===== config.mk =====
export PLATFORM = sky130hd
export DESIGN_NAME = resonator_dds_mul_pipe
export DESIGN_NICKNAME = d
export VERILOG_FILES = /design/src/rtl/resonator_dds_mul_pipe.sv
export SDC_FILE = /design/constraint.sdc
export NUM_CORES = 1
export LEC_CHECK = 0
export CORE_UTILIZATION = 35
export CTS_BUF_LIST = sky130_fd_sc_hd__clkbuf_4 sky130_fd_sc_hd__clkbuf_8 sky130_fd_sc_hd__clkbuf_16
export CTS_CLUSTER_DIAMETER = 60
export DETAILED_ROUTE_END_ITERATION = 8
export PLACE_DENSITY = 0.55
export SKIP_LAST_GASP = 1
export SYNTH_ARGS = -nofsm -noshare
export SYNTH_HDL_FRONTEND = slang
export SYNTH_SLANG_ARGS = --single-unit

===== constraint.sdc =====
create_clock -name clk -period 5.9 [get_ports clk]
set_clock_uncertainty 0.15 [all_clocks]
set_input_delay 0.885 -clock clk [delete_from_list [all_inputs] [get_ports clk]]
set_output_delay 0.885 -clock clk [all_outputs]
set_load 0.02 [all_outputs]

===== src/rtl/resonator_dds_mul_pipe.sv =====
// Signed pipelined multiplier with scaled, width-reduced output and a valid pipe that runs alongside.
// RESONATOR_DDS_MUL_ROUND_EN selects round-half-up with saturation instead of floor with wrap.
module resonator_dds_mul_pipe #(
  parameter int unsigned DIN0_WIDTH = 17,
  parameter int unsigned DIN1_WIDTH = 16,
  parameter int unsigned DOUT_WIDTH = 33,
  parameter int unsigned NUM_STAGE  = 2,
  parameter int unsigned SHIFT      = 0
) (
  input  logic                         clk,
  input  logic                         reset,
  input  logic                         ce,
  input  logic                         in_valid,
  input  logic signed [DIN0_WIDTH-1:0] din0,
  input  logic signed [DIN1_WIDTH-1:0] din1,
  output logic                         out_valid,
  output logic signed [DOUT_WIDTH-1:0] dout,
  output logic                         ovf
);

  localparam int unsigned PW  = DIN0_WIDTH + DIN1_WIDTH;
  localparam int unsigned SW  = PW + 1;
  localparam int unsigned WW  = SW + DOUT_WIDTH;
  localparam int unsigned MID = NUM_STAGE - 2;

  logic signed [DIN0_WIDTH-1:0] a_q;
  logic signed [DIN1_WIDTH-1:0] b_q;
  logic        [NUM_STAGE-1:0]  vld_q;
  logic signed [PW-1:0]         prod_c;
  logic signed [PW-1:0]         p_last;

  assign prod_c = PW'(a_q) * PW'(b_q);

  generate
    if (MID == 0) begin : g_nomid
      assign p_last = prod_c;
    end else begin : g_mid
      logic signed [PW-1:0] p_q [MID];
      always_ff @(posedge clk) begin
        if (reset) begin
          p_q <= '{default: '0};
        end else if (ce) begin
          p_q[0] <= prod_c;
          for (int i = 1; i < MID; i++) begin
            p_q[i] <= p_q[i-1];
          end
        end
      end
      assign p_last = p_q[MID-1];
    end
  endgenerate

`ifdef RESONATOR_DDS_MUL_ROUND_EN
  localparam logic signed [SW-1:0] BIAS =
      (SHIFT == 0) ? '0 : (SW'(1) << ((SHIFT == 0) ? 0 : SHIFT - 1));
  localparam logic signed [DOUT_WIDTH-1:0] DMAX = {1'b0, {(DOUT_WIDTH-1){1'b1}}};
  localparam logic signed [DOUT_WIDTH-1:0] DMIN = {1'b1, {(DOUT_WIDTH-1){1'b0}}};
`endif

  logic signed [SW-1:0]         s_full;
  logic signed [WW-1:0]         s_ext;
  logic signed [WW-1:0]         s_back;
  logic signed [DOUT_WIDTH-1:0] s_trunc;
  logic signed [DOUT_WIDTH-1:0] dout_d;
  logic                         fits;
  logic                         ovf_d;

  // One extra bit of headroom keeps the rounding bias from overflowing the product.
  always_comb begin
`ifdef RESONATOR_DDS_MUL_ROUND_EN
    s_full = (SW'(p_last) + BIAS) >>> SHIFT;
`else
    s_full = SW'(p_last) >>> SHIFT;
`endif
    s_ext   = WW'(s_full);
    s_trunc = s_ext[DOUT_WIDTH-1:0];
    s_back  = WW'(s_trunc);
    fits    = (s_back == s_ext);
    ovf_d   = ~fits;
    dout_d  = s_trunc;
`ifdef RESONATOR_DDS_MUL_ROUND_EN
    if (!fits) begin
      dout_d = s_ext[WW-1] ? DMIN : DMAX;
    end
`endif
  end

  always_ff @(posedge clk) begin
    if (reset) begin
      a_q   <= '0;
      b_q   <= '0;
      vld_q <= '0;
      dout  <= '0;
      ovf   <= 1'b0;
    end else if (ce) begin
      a_q   <= din0;
      b_q   <= din1;
      vld_q <= {vld_q[NUM_STAGE-2:0], in_valid};
      dout  <= dout_d;
      ovf   <= ovf_d;
    end
  end

  assign out_valid = vld_q[NUM_STAGE-1];

endmodule


; Yosys cells after proc, flatten, opt, wreduce, memory -nomap -nowiden
; Cells that the tools add are included.
[op_classes]
n_mul = 1
[ops]
columns = operator, count
row1 = $mul 17x16->33, 1
[totals]
register_bits = 68
in_bits = 37
output_inout_bits = 35
elab_cells = 5

; Longest topological paths before layout
; Gate-level depths: netlist (run 1).
[depth]
ltp_word = 1
depth_mapped = 23
mapped_depth_nobuf = 20

; Least setup slack after synthesis (run 1)
; No wires, ideal clock.
[synth_path]
kind = register -> register
start = register b_q[1]
end = register dout[32]
setup_ns = 0.112
t_arrival_ns = 6.216
required_ns = 5.638
path_slack_ns = -0.578
stages_incl_launch_ff = 20
path_buffers = 1
period_less_slack_ns = 6.478
path_cell_list = dfxtp_1 > clkbuf_1 > nand2_1 > inv_1 > fa_1 > fa_1 > fa_1 > fa_1 > fa_1 > inv_1 > fa_1 > inv_1 > ha_1 > o21ai_1 > a21oi_1 > a221oi_4 > a21oi_2 > or4_4 > o311a_1 > a2111oi_1
[synth_between]
elab_chain_len = 1
[synth_lines]
columns = item, line_no
row1 = start: declaration, 27  ; logic signed [DIN1_WIDTH-1:0] b_q;
row2 = start signal: assignment, 97  ; b_q <= din1;
row3 = $mul 17x16->33, 32  ; assign prod_c = PW'(a_q) * PW'(b_q);
row4 = end signal: assignment, 99  ; dout <= dout_d;
row5 = end: declaration, 17  ; output logic signed [DOUT_WIDTH-1:0] dout,
; No other way between the ends.
; A chain may end at the register's enable or synchronous reset.

; Worst setup path in the final report (run 1)
[layout_path]
start = register a_q[7]
end = register dout[32]
[layout_between]
elab_chain_len = 1
[layout_lines]
columns = item, line_no
row1 = start: declaration, 26  ; logic signed [DIN0_WIDTH-1:0] a_q;
row2 = start signal: assignment, 96  ; a_q <= din0;
row3 = $mul 17x16->33, 32
; No other way between the ends.

==> impl_metrics.tcl, run 1 <==
set metrics [dict create \
    status "complete, but fails checks" \
    violations "negative setup slack" \
    grt_use_total_pct 19.4 \
    routed_wl_um 34700 \
    num-nets-final 2008 \
    core_region_area_sq_mm 0.0364 \
    synth_edf_count 0 \
    port_buffers 70 \
    grt_overflow_total 0 \
    drtIter0Drc 446 \
    synth_top_area_cell "fa_1" \
    required_ns 5.94 \
    drc 0 \
    max_cap_violations 0 \
    arrival_ns 6.17 \
    p_leak_nw 8.09 \
    fmax_mhz 163 \
    die_w_um 194 \
    multi_input_area_sq_mm 0.0106 \
    ir_drop_v 0.000161 \
    fp-row-count 70 \
    crit_path_end_kind "flip-flop" \
    r2r-start "a_q[7]" \
    ys.flop_type "dfxtp_1" \
    place_ws_ns -0.503 \
    ys.warnings.count 0 \
    area_growth_pct 27.4 \
    startpoint "a_q[7]" \
    period_needed_ns 6.13 \
    ys_ff_latch 68 \
    whs_path_depth 2 \
    place_congestion 0.840 \
    initial_core_util_pct 35.5 \
    cts_buffers 9 \
    synth_cells 1404 \
    nFillCells 3570 \
    cts_tree "built" \
    clk_path_buf_depth 2 \
    hpwlAfterDp_um 28800 \
    synth.top_cells.by_area "fa_1 43%, dfxtp_1 11%, inv_1 8.9%" \
    avgSynthCellArea_sq_um 9.20 \
    die_area_sq_mm 0.0377 \
    fin_cells 2083 \
    grt_pass1_wl_um 57100 \
    seqCellArea_sq_mm 0.00143 \
    syn-cell-area_sq_mm 0.0129 \
    placed_cell_area_sq_mm 0.0153 \
    grt_max_degree 48 \
    critPathKind "flip-flop to flip-flop" \
    wl_per_cell_um 16.7 \
    pin_count 72 \
    ys_types 70 \
    synth_top_area_share_pct 42.8 \
    maxSlewViolCount 0 \
    crit_fanout 4 \
    hold_class "flip-flop to flip-flop" \
    cp-start-kind "flip-flop" \
    ant_nets 0 \
    antenna_found_initial 1 \
    syn_nets 1801 \
    clock_latency_ns 0.35 \
    final-hold-violation-count 0 \
    firstDrtPassIters 5 \
    tightest_slew_ns 1.00 \
    grt_pass1_vias 10500 \
    async_flop_share_pct 0 \
    setup_slack_ns -0.235 \
    reg2reg_depth 22 \
    postLayoutCoreUtil_pct 45.2 \
    clkTransAtPathRegs_ns 0.06 \
    layout-drive-gt1-share_pct 20.7 \
    h-tree-depth 3 \
    ctsRootBufferMaster "clkbuf_16" \
    final_area_sq_mm 0.0165 \
    slew-limit-headroom_pct 33.0 \
    yosysSeqAreaShare_pct 10.5 \
    die_y_um 194 \
    rsz0062_at_grt "yes" \
    min-delay-start "dout[0]" \
    vias 9879 \
    post_drt_via_cell_ratio 4.74 \
    cts.sinks 68 \
    synth_common_cells "307 x inv_1, 276 x fa_1, 165 x nand2_1" \
    antenna_cells 0 \
    period_share_pct 104 \
    setup_violations 11 \
    dp_cells 2033 \
    yosysMostFrequentCell "inv_1" \
    power_density_mw_per_mm2 171 \
]
## worst max-delay path: stages (launching register included)
cell	delay, ns
dfxtp_4	0.36
buf_12	0.13
buf_12	0.12
buf_6	0.11
buf_6	0.12
and2_4	0.15
fa_2	0.54
fa_1	0.42
fa_1	0.53
fa_1	0.46
fa_1	0.52
inv_2	0.04
fa_1	0.49
inv_2	0.05
ha_4	0.23
a21oi_4	0.16
o211ai_4	0.10
a221oi_4	0.25
a21oi_2	0.10
or4_4	0.43
buf_4	0.17
o31ai_2	0.21
a2111oi_2	0.11
## per-layer routing
metal	share of wire (%)	vias up	GRT usage, %	wire length, um
li1	-	4654	-	-
met1	47	5007	27.7	16300
met2	48	177	31.5	16600
met3	3.3	39	2.14	1150
met4	1.8	2	4.53	629
met5	0.029	-	0	10
## cell usage in the layout (no fill, tap or decap), types with 5 or more instances in the layout
cell,netlist,final
a21o_1,12,12
a21oi_1,30,23
a21oi_2,3,8
and2_1,129,123
and2_4,0,6
buf_12,0,15
buf_4,1,158
buf_6,1,14
clkbuf_16,0,9
clkdlybuf4s50_1,0,68
dfxtp_1,68,43
dfxtp_2,0,10
dfxtp_4,0,15
fa_1,276,261
fa_2,0,15
ha_1,84,69
ha_4,0,14
inv_1,307,292
inv_2,0,14
mux2i_1,47,47
nand2_1,165,159
nand2b_1,7,7
nand3_1,7,5
nand3b_1,5,5
nor2_1,75,69
nor2_2,1,6
nor3_1,11,8
o211ai_1,5,5
o21a_1,8,8
o21ai_0,11,8
xnor2_1,15,14
xor2_1,6,6
## registers in the layout (all words and copies together) (netlist names)
name and flops:
vld_q 2, b_q 16, dout 33, a_q 17
## cell families (layout without fill, tap and decap cells)
family	count (synthesis)	count (layout)	synth area share (%)
fa+ha+maj	360	360	50.9
other cells	1	1	0.0290
compound gates	114	114	6.60
flops	68	68	10.5
simple gates	425	425	16.1
buf+inv	368	579	10.8
mux	47	47	3.64
xor+xnor	21	21	1.42
## worst paths after layout
path	to	slack [ns]
worst max-delay path	dout[32]	-0.23
worst max register to register	dout[32]	-0.23
worst min-delay path	dout[0]	0.32
worst min register to register	dout[0]	0.32
## final cells by class
| type | count | share of cell area [%] |
|---|---|---|
| clock buffers | 9 | 1.37 |
| flip-flops and latches | 68 | 8.69 |
| multi-input cells | 968 | 64.6 |
| repair buffers | 257 | 14.2 |
| well taps | 468 | 3.56 |
| clock inverters | 6 | 0.540 |
| inverters | 307 | 7.03 |
## what timing repair did
item,4_1_cts,5_1_grt
hold buffers,0,0
hold endpoints to repair,0,0
gates resized for setup,65,77
setup endpoints to repair,19,20
buffers inserted,16,21
pin swaps,26,69
## per-stage QoR
stage	setup TNS [ns]	power (W)	hold WS, ns
4_1_cts	-1.36	0.00275	0.317
3_3_place_gp	-4.45	0.00206	0.303
5_1_grt	-4.17	0.00303	0.332
6_report	-1.25	0.00282	0.316
2_1_floorplan	-0.0731	0.00148	0.310
3_5_place_dp	-4.71	0.00206	0.309
## power breakdown
part / internal, W / leakage, nW / switching, W
clock: 0.000369 / 0.148 / 0.000233
combinational: 0.000781 / 7.37 / 0.000867
sequential: 0.000512 / 0.572 / 0.0000588
Note: power is estimated with default switching activity, not from simulation.
==> inputs of run 2 (changes only) <==
--- a/config.mk
+++ b/config.mk
@@ -5,11 +5,12 @@
 export SDC_FILE = /design/constraint.sdc
 export NUM_CORES = 1
 export LEC_CHECK = 0
-export CORE_UTILIZATION = 35
+export CORE_UTILIZATION = 50
 export CTS_BUF_LIST = sky130_fd_sc_hd__clkbuf_4 sky130_fd_sc_hd__clkbuf_8 sky130_fd_sc_hd__clkbuf_16
 export CTS_CLUSTER_DIAMETER = 60
 export DETAILED_ROUTE_END_ITERATION = 8
-export PLACE_DENSITY = 0.55
+export HOLD_SLACK_MARGIN = 0.08
+export PLACE_DENSITY = 0.73
 export SKIP_LAST_GASP = 1
 export SYNTH_ARGS = -nofsm -noshare
 export SYNTH_HDL_FRONTEND = slang
==> run 2 against run 1 <==
The run still ends with negative setup slack left. Sequential power rose by 0.9%. Wire length rose by 0.87%. Combinational power barely moved. Utilization rose by 19 points. Via count rose by 4.9%. Critical path depth fell by 2. Flip-flop and latch count did not move.
==> impl_metrics.tcl, run 2 (synthesis results as in run 1) <==
set metrics [dict create \
    firstDrtPassIters 5 \
    p_leak_nw 8.05 \
    die_y_um 163 \
    drc 0 \
    maxSlewViolCount 0 \
    top_register "dout" \
    grt_pass1_wl_um 55800 \
    nFillCells 1988 \
    ctsRootBufferMaster "clkbuf_16" \
    crit_path_end_kind "flip-flop" \
    fmax_mhz 161 \
    initial_core_util_pct 51.2 \
    hpwlAfterDp_um 27700 \
    reg_top3 "dout x33, a_q x17, b_q x16" \
    max_cap_violations 0 \
    ant_nets 0 \
    num-nets-final 1997 \
    dp_cells 1880 \
    crit_fanout 7 \
    cts.sinks 68 \
    cts_tree "built" \
    die_w_um 163 \
    core_region_area_sq_mm 0.0253 \
    final-hold-violation-count 0 \
    seqCellArea_sq_mm 0.00144 \
    fin_cells 1935 \
    grt_max_degree 50 \
    multi_input_area_sq_mm 0.0106 \
    slew-limit-headroom_pct 30.3 \
    ir_drop_v 0.000211 \
    routed_wl_um 35000 \
    place_congestion 0.876 \
    rsz0062_at_grt "yes" \
    drtIter0Drc 611 \
    die_area_sq_mm 0.0265 \
    wl_per_cell_um 18.1 \
    pin_count 72 \
    layout_common_cells "293 x inv_1, 259 x fa_1, 160 x nand2_1" \
    final_common_cell "inv_1" \
    fp-row-count 58 \
    grt_use_total_pct 27.3 \
    arrival_ns 6.32 \
    grt_pass1_vias 10900 \
    clk_path_buf_depth 2 \
    cts_buffers 9 \
    largest_reg_flops 33 \
    hold_class "flip-flop to flip-flop" \
    status "complete, but fails checks" \
    clock_latency_ns 0.35 \
    cp-start-kind "flip-flop" \
    area_growth_pct 25.1 \
    post_drt_via_cell_ratio 5.36 \
    vias 10400 \
    layout-drive-gt1-share_pct 20.2 \
    port_buffers 70 \
    clkTransAtPathRegs_ns 0.06 \
    required_ns 6.03 \
    setup_violations 12 \
    critPathKind "flip-flop to flip-flop" \
    violations "negative setup slack" \
    period_share_pct 105 \
    whs_ns 0.319 \
    antenna_cells 0 \
    period_needed_ns 6.19 \
    antenna_found_initial 0 \
    tightest_slew_ns 1.05 \
    grt_overflow_total 0 \
    power_density_mw_per_mm2 173 \
    setup_slack_ns -0.293 \
    h-tree-depth 3 \
]
-- run 2: cell types whose count changed in the layout (fill, tap and decap cells not counted), moves of 3 or more --
cell     before  now
buf_6        14   10
dfxtp_1      43   40
dfxtp_4      15   19
o21ai_1       3    6
buf_4       158  152
buf_12       15   11
nor2_4        1    4
-- run 2: what timing repair did --
| action | 4_1_cts | 5_1_grt |
|---|---|---|
| setup endpoints to repair | 18 | 20 |
| hold buffers | 0 | 0 |
| resized for setup | 66 | 80 |
| setup buffers | 14 | 23 |
| cloned | 0 | 2 |
| pin swaps | 20 | 48 |
-- run 2: metrics by stage --
stage,util (%),setup WS (ns),setup TNS (ns),total power (W),instance area (sq um)
2_1_floorplan,-,-0.0731,-0.0731,0.00148,13200
6_report,64.0,-0.293,-1.52,0.00279,16200
4_1_cts,62.0,-0.211,-0.964,0.00270,15700
5_1_grt,64.0,-0.467,-4.28,0.00297,16200
3_5_place_dp,59.3,-0.385,-3.52,0.00202,15000
3_3_place_gp,59.3,-0.350,-3.45,0.00201,15000
-- run 2: final timing paths --
path / from / to / slack, ns / depth (start not counted)
max: a_q[9] / dout[29] / -0.29 / 20
min: dout[0] / dout[0] / 0.32 / 2
max reg2reg: a_q[9] / dout[29] / -0.29 / 20
min reg2reg: dout[0] / dout[0] / 0.32 / 2
-- run 2: final cells by class --
cell class,instances,area share [%]
Clock buffer,9,1.39
Clock inverter,7,0.511
Inverter,307,7.15
Multi-Input combinational cell,968,65.7
Sequential cell,68,8.93
Tap cell,330,2.55
Timing Repair Buffer,246,13.8
-- run 2: power by group --
| group | switching [W] | internal, W | total, W |
|---|---|---|---|
| registers | 0.0000647 | 0.000511 | 0.000576 |
| logic | 0.000868 | 0.000758 | 0.00163 |
| clock network | 0.000254 | 0.000336 | 0.000590 |
| total | 0.00119 | 0.00160 | 0.00279 |
-- run 2: critical path, cell delays in order (launching register included) --
cell and delay [ns]:
dfxtp_4 0.38, buf_6 0.13, and2_4 0.15, fa_1 0.55, inv_2 0.04, fa_1 0.47, fa_2 0.54, inv_2 0.04
fa_2 0.46, fa_1 0.58, inv_2 0.05, fa_1 0.53, inv_2 0.06, ha_4 0.30, and4_1 0.21, nand4_1 0.13
nand3b_4 0.20, a2111oi_4 0.44, o211ai_1 0.18, a2111oi_1 0.36, nand3b_1 0.17
-- run 2: per-layer routing --
layer / share of wire (%) / routed length [um] / vias to the layer above / GRT usage [%]
met1: 41 / 14500 / 5285 / 37.4
met3: 7.6 / 2650 / 60 / 5.47
met2: 48 / 16900 / 393 / 44.3
li1: - / - / 4629 / -
met5: 0 / 0 / - / 0
met4: 2.6 / 896 / 0 / 7.18
==> inputs of run 3 (changes only) <==
--- a/config.mk
+++ b/config.mk
@@ -15,3 +15,4 @@
 export SYNTH_ARGS = -nofsm -noshare
 export SYNTH_HDL_FRONTEND = slang
 export SYNTH_SLANG_ARGS = --single-unit
+export TNS_END_PERCENT = 10
==> run 3 against run 2 <==
The run still ends with negative setup slack left. Largest cell class unchanged. Die area unchanged. Cell area is 2.9% lower. Combinational power fell by 4%. Power fell by 2.2%. Utilization down 1.8 points.
==> impl_metrics.tcl, run 3 (synthesis results as in run 1) <==
set metrics [dict create \
    maxSlewViolCount 0 \
    slew-limit-headroom_pct 34.3 \
    critical_path_buf_inv_count 6 \
    critPathSlowestCell "fa_2" \
    num-nets-final 1983 \
    clk_path_buf_depth 2 \
    max_cap_violations 0 \
    rsz0062_at_grt "yes" \
    h-tree-depth 3 \
    met3_usage_pct 5.17 \
    tightest_slew_ns 0.986 \
    ctsRootBufferMaster "clkbuf_16" \
    hpwlAfterDp_um 28100 \
    largest_reg_flops 33 \
    drtIter0Drc 633 \
    reg2reg_depth 21 \
    drc 0 \
    violations "negative setup slack" \
    cts_tree "built" \
    place_congestion 0.896 \
    clock_latency_ns 0.35 \
    routed_wl_um 33200 \
    setup_slack_ns -0.139 \
    port_buffers 70 \
    place_ws_ns -0.433 \
    reg_top3 "dout x33, a_q x17, b_q x16" \
    firstDrtPassIters 5 \
    nFillCells 2062 \
    cp_top_family "adder cells" \
    initial_core_util_pct 51.2 \
    power_density_mw_per_mm2 174 \
    arrival_ns 6.13 \
    layout-drive-gt1-share_pct 16.6 \
    period_needed_ns 6.04 \
    critPathKind "flip-flop to flip-flop" \
    grt_use_total_pct 27.5 \
    grt_overflow_total 0 \
    cts_buffers 9 \
    pin_count 72 \
    grtUsageMet2_pct 43.8 \
    post_drt_via_cell_ratio 5.26 \
    p_switching_w 0.00114 \
    fmax_mhz 166 \
    grt_pass1_vias 11000 \
    power_w 0.00273 \
    cp.depth 21 \
    layout_common_cells "306 x inv_1, 266 x fa_1, 163 x nand2_1" \
    final_common_cell "inv_1" \
    hold_class "flip-flop to flip-flop" \
    core_region_area_sq_mm 0.0253 \
    ir_drop_v 0.000197 \
    top_register "dout" \
    cpPeakStageDelay_ns 0.54 \
    setup_violations 10 \
    path_cells "buf_6 -> and2_1 -> fa_1 -> inv_1 -> fa_1 -> fa_2 -> inv_1 -> fa_2 -> fa_1 -> inv_1 -> fa_1 -> inv_1 -> ha_1 -> and2_4 -> buf_4 -> nand4_1 -> nand3b_4 -> a2111oi_4 -> o211ai_1 -> a21o_1 -> a211o_1" \
    final-hold-violation-count 0 \
    clkTransAtPathRegs_ns 0.07 \
    grt_pass1_wl_um 56600 \
    p_sw_share_pct 41.8 \
    crit_path_end_kind "flip-flop" \
    busiest_layer "met2" \
    fin_cells 1921 \
    clkPwrFrac_pct 21.6 \
    antenna_cells 0 \
    whs_path_depth 2 \
    use_met1_pct 38.9 \
    grt_max_degree 51 \
    sequentialPowerShare_pct 21.0 \
    area_growth_pct 21.6 \
    status "complete, but fails checks" \
    vias 10100 \
    antenna_found_initial 0 \
    die_area_sq_mm 0.0265 \
    cp-start-kind "flip-flop" \
    die_w_um 163 \
    final_area_sq_mm 0.0157 \
    p_leak_nw 7.90 \
    placed_cell_area_sq_mm 0.0151 \
    fp-row-count 58 \
    dp_cells 1895 \
    required_ns 5.99 \
    crit_fanout 8 \
    die_y_um 163 \
    hold_buffers 0 \
    wl_per_cell_um 17.3 \
    pwr-share-comb_pct 57.4 \
    cts.sinks 68 \
    p_int_w 0.00159 \
    ant_nets 0 \
    period_share_pct 102 \
]
==> run 3: area by class of cell <==
cell class / count / area, sq um / area share [%]
Multi-Input combinational cell: 968 / 10400 / 66.3
Timing Repair Buffer: 232 / 1990 / 12.7
Sequential cell: 68 / 1420 / 9.02
Inverter: 307 / 1150 / 7.34
Tap cell: 330 / 413 / 2.63
Clock buffer: 11 / 253 / 1.61
Clock inverter: 5 / 58.8 / 0.374
==> run 3: metal layers <==
layer	share of wire [%]	vias up
met3	7.1	42
met2	47	362
met1	44	5095
met5	0	-
li1	-	4597
met4	1.8	0
==> run 3: timing repair <==
action | CTS | global route
resized for setup | 45 | 23
cloned | 0 | 0
pin swaps | 14 | 22
endpoints found under the setup margin | 17 | 20
buffers inserted | 2 | 8
==> run 3: per-stage QoR <==
| stage | util [%] | hold WS [ns] | TNS (ns) |
|---|---|---|---|
| 2_1_floorplan | - | 0.310 | -0.121 |
| 3_3_place_gp | 59.8 | 0.302 | -2.97 |
| 3_5_place_dp | 59.8 | 0.311 | -3.63 |
| 4_1_cts | 61.5 | 0.326 | -1.32 |
| 5_1_grt | 62.2 | 0.350 | -3.65 |
| 6_report | 62.2 | 0.317 | -0.729 |
==> run 3: final timing paths <==
check / startpoint / slack (ns) / to
worst max register to register: a_q[7] / -0.14 / dout[31]
worst min register to register: dout[26] / 0.32 / dout[26]
worst min-delay path: dout[26] / 0.32 / dout[26]
worst max-delay path: a_q[7] / -0.14 / dout[31]
==> run 3: worst min-delay path: cells and delay by family (launching register included) <==
kind            cells  cell delay, ns
compound gates      1            0.05
simple gates        1            0.06
flops               1            0.31
==> run 3: power groups by stage <==
stage	logic [W]	clock network (W)	registers, W
after global placement	0.00146	0	0.000583
after detailed placement	0.00147	0	0.000583
after global routing	0.00172	0.000616	0.000581
after CTS	0.00153	0.000594	0.000574
final	0.00157	0.000590	0.000575
after floorplan	0.000879	0	0.000602
